<file path="src/rtl/fifo_wr_arbiter.sv">
// fifo_wr_arbiter: round-robin arbiter that funnels NREQ requester streams into a
// single downstream sync FIFO write port. Each grant carries at most MAX_BURST
// beats, every release of the grant costs one idle cycle, and writes are throttled
// so the FIFO never holds more than DEPTH entries.
// Register updates are zero-delay here; DLY is only accepted and range-checked so
// that integrations which set it still elaborate unchanged.
module fifo_wr_arbiter #(
    parameter int WIDTH     = 32,
    parameter int NREQ      = 4,
    parameter int DEPTH     = 16,
    parameter int ELS_SIZE  = $clog2(DEPTH),
    parameter int MAX_BURST = 4,
    parameter int DLY       = 1
) (
    input  logic                      clk_i,
    input  logic                      rst_n_i,
    input  logic [NREQ-1:0]           req_valid_i,
    input  logic [NREQ*WIDTH-1:0]     req_data_i,
    output logic [NREQ-1:0]           req_ready_o,
    output logic                      fifo_wr_en_o,
    output logic [WIDTH-1:0]          fifo_wdata_o,
    input  logic [ELS_SIZE:0]         fifo_elements_i,
    output logic                      grant_vld_o,
    output logic [$clog2(NREQ)-1:0]   grant_id_o
);

    localparam int IDW  = $clog2(NREQ);
    localparam int CNTW = 8;

    if (NREQ < 2 || NREQ > 8 || MAX_BURST < 1 || MAX_BURST > 255 || DLY < 0) begin : g_paramCheck
        $error("fifo_wr_arbiter: NREQ, MAX_BURST or DLY outside the supported range");
    end

    typedef enum logic {
        IDLE  = 1'b0,
        GRANT = 1'b1
    } state_e;

    state_e              state_q;
    logic [IDW-1:0]      grantId_q;
    logic [IDW-1:0]      grantId_d;
    logic [IDW-1:0]      lastId_q;
    logic [CNTW-1:0]     beatCnt_q;
    logic                wrEn_q;
    logic [WIDTH-1:0]    wdata_q;

    logic [ELS_SIZE+1:0] occupancy;
    logic                spaceOk;
    logic                ownerValid;
    logic [WIDTH-1:0]    ownerData;
    logic                accept;
    logic                lastBeat;

    // Occupancy counts the write already in flight so a full FIFO is never overrun.
    assign occupancy  = {1'b0, fifo_elements_i} + {{(ELS_SIZE + 1){1'b0}}, wrEn_q};
    assign spaceOk    = occupancy < (ELS_SIZE + 2)'(DEPTH);
    assign ownerValid = req_valid_i[grantId_q];
    assign ownerData  = req_data_i[int'(grantId_q) * WIDTH +: WIDTH];
    assign accept     = (state_q == GRANT) && ownerValid && spaceOk;
    assign lastBeat   = beatCnt_q == CNTW'(MAX_BURST - 1);

    // Round-robin pick: the lowest offset above the previous owner wins, so scan downward.
    always_comb begin
        grantId_d = grantId_q;
        for (int i = NREQ; i >= 1; i--) begin
            if (req_valid_i[IDW'((int'(lastId_q) + i) % NREQ)]) begin
                grantId_d = IDW'((int'(lastId_q) + i) % NREQ);
            end
        end
    end

    // Only the owner sees ready, and only while the FIFO can take another entry.
    always_comb begin
        req_ready_o = '0;
        if (state_q == GRANT && spaceOk) begin
            req_ready_o[grantId_q] = 1'b1;
        end
    end

    // Grant state machine together with the registered FIFO write port.
    always_ff @(posedge clk_i or negedge rst_n_i) begin
        if (!rst_n_i) begin
            state_q   <= IDLE;
            grantId_q <= '0;
            lastId_q  <= IDW'(NREQ - 1);
            beatCnt_q <= '0;
            wrEn_q    <= 1'b0;
            wdata_q   <= '0;
        end else begin
            wrEn_q <= accept;
            if (accept) begin
                wdata_q <= ownerData;
            end
            case (state_q)
                IDLE: begin
                    if (|req_valid_i) begin
                        state_q   <= GRANT;
                        grantId_q <= grantId_d;
                        beatCnt_q <= '0;
                    end
                end
                GRANT: begin
                    if (!ownerValid) begin
                        state_q  <= IDLE;
                        lastId_q <= grantId_q;
                    end else if (accept) begin
                        beatCnt_q <= beatCnt_q + CNTW'(1);
                        if (lastBeat) begin
                            state_q  <= IDLE;
                            lastId_q <= grantId_q;
                        end
                    end
                end
                default: state_q <= IDLE;
            endcase
        end
    end

    assign fifo_wr_en_o = wrEn_q;
    assign fifo_wdata_o = wdata_q;
    assign grant_vld_o  = (state_q == GRANT);
    assign grant_id_o   = grantId_q;

endmodule

</file>
<file path="config.mk">
export PLATFORM = sky130hd
export DESIGN_NAME = fifo_wr_arbiter
export DESIGN_NICKNAME = d
export VERILOG_FILES = /design/src/rtl/fifo_wr_arbiter.sv
export SDC_FILE = /design/constraint.sdc
export NUM_CORES = 1
export LEC_CHECK = 0
export CAP_MARGIN = 20
export CORE_MARGIN = 1
export CORE_UTILIZATION = 39
export CTS_CLUSTER_SIZE = 24
export DETAILED_ROUTE_END_ITERATION = 7
export PLACE_DENSITY = 0.85
export SETUP_SLACK_MARGIN = 0.05
export SLEW_MARGIN = 20
export SYNTH_ARGS = -nofsm -noshare
export SYNTH_HDL_FRONTEND = slang
export SYNTH_SLANG_ARGS = --single-unit
</file>
<file path="constraint.sdc">
create_clock -name clk_i -period 3.19 [get_ports clk_i]
set_input_delay 0.4785 -clock clk_i [delete_from_list [all_inputs] [get_ports clk_i]]
set_output_delay 0.4785 -clock clk_i [all_outputs]
set_load 0.005 [all_outputs]
</file>
==> impl_summary.md <==
Hold path
In this run the worst hold path is classified as in2async.

Worst setup path
The critical path startpoint category is an input pin. At the worst endpoint, the required time is 2710 ps. The worst setup path is captured at a primary output. The largest fanout on the critical path is 3. The critical register-to-register path startpoint is grant_id_o[0].

In this run the register-to-register setup slack is 720 ps. The capturing point of the worst reg2reg path is beatCnt_q[4]. The number of cells on the worst reg-to-reg path is 6. The critical path class is in2out. The arrival time reported for the critical path endpoint is 2050 ps.

Logic synthesis
The number of warning messages in the yosys log is 0. The fraction of registers with async set or reset after synthesis is 100.0%. In this run, synthesis inferred 0 flip-flops with an integrated enable.

The gate count of the mapped netlist is 190. The cell area that synthesis handed to floorplanning was 2735 sq um. The cell type contributing the most total cell area after synthesis is sky130_fd_sc_hd__dfrtp_1. The number of register bits inferred by synthesis is 46. The area fraction of the dominant cell type after synthesis is 40.26%. Yosys mapped the design onto 36 distinct sky130hd cell types. Each instance of the synthesized netlist takes up on average 14.40 sq um. In the post-synthesis netlist, the biggest area contributors are sky130_fd_sc_hd__dfrtp_1, sky130_fd_sc_hd__mux4_2, sky130_fd_sc_hd__mux2_2.

The number of nets handed over by synthesis was 330. For this run, the leading register cell type out of synthesis is sky130_fd_sc_hd__dfrtp_1. For this run, the register share of the synthesized area comes to 42.18%.

Power and ir drop
The worst IR drop on VDD is 0.0003240 V. The power per cell area is 715.1 nW/um^2. The standby leakage power is 0.001797 uW.

Timing
Setup total negative slack on the finished layout was measured at 0 ps. The actual slew at the worst max-slew pin is 740.8 ps. The final hold violation count is 0.

The total count of max-transition violations in the final report was 0. The maximum clock rate is 396.2 MHz. The share of the cycle needed by the critical path after routing is 79.11%. The relative max-transition margin is 50.54%. Setup repair after global routing left no endpoint under its margin. Setup violations remaining at the end of the flow were counted as 0. Across all hold checks on the routed design, the worst slack comes to 167.5 ps.

The shortest clock period the worst path allows after layout is 2524 ps. The clock tree skew after final layout is 6.018 ps.

Global route
The via count of the first global-routing pass is 2554. The wire length of the first global-routing pass is 12180 um. The initial antenna violation count is 0. The largest net degree at the start of global routing is 47. After global routing the overflow that remains totals 0. The total track usage is 21.63%.

Die
The floorplan step set the die width to 85.75 um. The top-level port count is 179. Measured along the y axis, the die boundary spans 85.75 um.

The placement row count is 30. The area inside the core boundary is 6794 sq um. The total die area is 7352 sq um. Once the floorplan was initialized, standard cells occupied 40.26% of the core.

Clock network
The total of cells resized after clock tree synthesis is 0. The number of buffers created by CTS is 5. The number of sinks driven by the clock tree is 46.

The count of H-tree levels built during CTS is 2. The number of hold buffers added after CTS is 0. The CTS root buffer is sky130_fd_sc_hd__clkbuf_8. Post-CTS timing repair inserted 0 buffers for setup.

For the worst-skew pair, the clock arrives at the later sink with an insertion delay of 300 ps. TritonCTS built the clock tree. The clock passes through at most 2 buffers. The clock transition at the register clock pins on the worst setup and hold paths after CTS is 90 ps.

Run status
The flow ran to the end, and the final reports show no timing, DRC or antenna violations.

Finish
The combined area of the multi-input logic cells is 1486 sq um. Registers take 1156 sq um. The number of nets in the layout is 504. The proportion of layout cells with a drive suffix above 1 is 23.29%. From synthesis to final layout, the design area changed by 71.41%. The fraction of the core area covered by cells at the end of the flow is 69.01%. The number of fill cells is 506. The total inserted antenna cells is 0.

Placement
Input and output buffers added on the ports amount to 178. The total half-perimeter wirelength after legalization and detailed placement is 6024 um. At the end of routability-driven placement, the weighted congestion stood at 0.7615.

Detailed routing
Across all layers, the routed design uses 2428 vias. The count of nets left with antenna violations once routing finished came out at 0. The average routed wire per standard cell is 16.69 um.

The wire length after detailed routing is 7692 um. The number of iterations in the first detailed-routing pass is 4. The detailed-route DRC error count is 0. After detailed routing, the number of vias per cell comes to 5.267. The starting DRC count in detailed routing is 83.

Run
The tool flagged a number of max-cap violations equal to 0.
==> synthesized netlist by cell type, types with 2 or more instances <==
library cell                n
sky130_fd_sc_hd__dfrtp_1   44
sky130_fd_sc_hd__mux2_2    34
sky130_fd_sc_hd__mux4_2    33
sky130_fd_sc_hd__nor2_1     8
sky130_fd_sc_hd__nand2_1    7
sky130_fd_sc_hd__a21oi_1    6
sky130_fd_sc_hd__o21ai_0    6
sky130_fd_sc_hd__clkbuf_1   5
sky130_fd_sc_hd__buf_2      4
sky130_fd_sc_hd__nand3_1    4
sky130_fd_sc_hd__buf_6      3
sky130_fd_sc_hd__or3_1      3
sky130_fd_sc_hd__and3_1     2
sky130_fd_sc_hd__dfstp_2    2
sky130_fd_sc_hd__inv_1      2
sky130_fd_sc_hd__mux2i_1    2
sky130_fd_sc_hd__nand4_1    2
sky130_fd_sc_hd__nor3_1     2
sky130_fd_sc_hd__nor3b_1    2
sky130_fd_sc_hd__nor4_1     2
sky130_fd_sc_hd__xor2_1     2
==> how the worst max path moves through the flow <==
| stage | start | to | slack, ps | cells after the start |
|---|---|---|---|---|
| after floorplan | grant_id_o[0] | fifo_wdata_o[10] | 1390 | 4 |
| after global placement | req_valid_i[3] | beatCnt_q[4] | 570 | 7 |
| after detailed placement | req_valid_i[3] | beatCnt_q[4] | 450 | 7 |
| after CTS | grant_id_o[0] | beatCnt_q[4] | 650 | 6 |
| after global routing | grant_id_o[0] | beatCnt_q[4] | 470 | 6 |
| final | fifo_elements_i[2] | req_ready_o[2] | 670 | 7 |
==> where the power goes <==
group,switching (uW),internal (uW),leakage [uW]
sequential,224,853,0.000554
combinational,611,1230,0.00118
clock,204,235,0.0000585
total,1040,2310,0.00180
==> layout make-up <==
type,instances,area share [%]
Multi-Input combinational cell,127,31.71
Tap cell,96,2.562
Inverter,3,0.2402
Timing Repair Buffer,181,38.43
Clock inverter,3,0.9341
Clock buffer,5,1.468
Sequential cell,46,24.66
==> placed cells by master (no fill, tap or decap), drive strengths merged <==
| cell type | netlist | final |
|---|---|---|
| o22ai | 1 | 1 |
| nand3 | 4 | 4 |
| a221o | 1 | 1 |
| a2bb2oi | 1 | 1 |
| mux2 | 34 | 34 |
| dfrtp | 44 | 44 |
| inv | 3 | 4 |
| nand4 | 2 | 2 |
| nor3 | 2 | 2 |
| o311ai | 1 | 1 |
| nor4 | 2 | 2 |
| xnor2 | 1 | 1 |
| nor4b | 1 | 1 |
| mux2i | 2 | 2 |
| nand2 | 7 | 7 |
| a21oi | 6 | 6 |
| a31oi | 1 | 1 |
| nor3b | 2 | 2 |
| nor2 | 8 | 8 |
| and4 | 1 | 1 |
| o211ai | 2 | 2 |
| and3 | 2 | 2 |
| bufinv | 0 | 1 |
| o21ai | 6 | 6 |
| buf | 9 | 4 |
| ha | 1 | 1 |
| dfstp | 2 | 2 |
| xor2 | 2 | 2 |
| or3 | 3 | 3 |
| mux4 | 33 | 33 |
| clkbuf | 5 | 5 |
| nor2b | 1 | 1 |
| clkinv | 0 | 1 |
| clkdlybuf4s50 | 0 | 177 |
==> state kept, by name, summed over array words and instances (netlist names) <==
register / count
grant_id_o: 2
grant_vld_o: 1
fifo_wdata_o: 32
fifo_wr_en_o: 1
beatCnt_q: 8
lastId_q: 2
==> stage by stage <==
step / cells / setup slack [ps] / power (uW) / instance area [sq um]
after floorplan: 190 / 1386 / 2089 / 2735
after global placement: 453 / 566.7 / 2875 / 4573
after detailed placement: 453 / 454.0 / 2956 / 4573
after CTS: 461 / 648.6 / 3405 / 4686
after global routing: 461 / 474.0 / 3576 / 4688
final: 461 / 666.3 / 3353 / 4688
==> critical path, cell delays in order <==
cell and delay (ps):
sky130_fd_sc_hd__clkdlybuf4s50_1 400, sky130_fd_sc_hd__nand4_1 120, sky130_fd_sc_hd__nor2_1 70, sky130_fd_sc_hd__nor2_1 110, sky130_fd_sc_hd__nand2_1 110, sky130_fd_sc_hd__nor3b_1 220, sky130_fd_sc_hd__clkdlybuf4s50_1 540
==> per-layer routing <==
metal	routed length (um)	GRT usage [%]	vias up	part of all wire, %
met5	0	0	-	0
met4	131	6.364	0	1.7
met3	648	7.218	11	8.4
met2	4168	40.36	124	54
met1	2743	23.13	1195	36
li1	-	-	1098	-
==> kinds of logic (layout without fill, tap and decap cells) <==
kind of cell,count (synthesis),count (layout),synth area share [%]
xor+xnor,3,3,0.9608
buf+inv,17,192,3.477
fa+ha+maj,1,1,0.4574
flops,46,46,42.18
compound gates,19,19,4.392
simple gates,35,35,6.633
mux,69,69,41.90
Power figures use the tool's default switching activity.
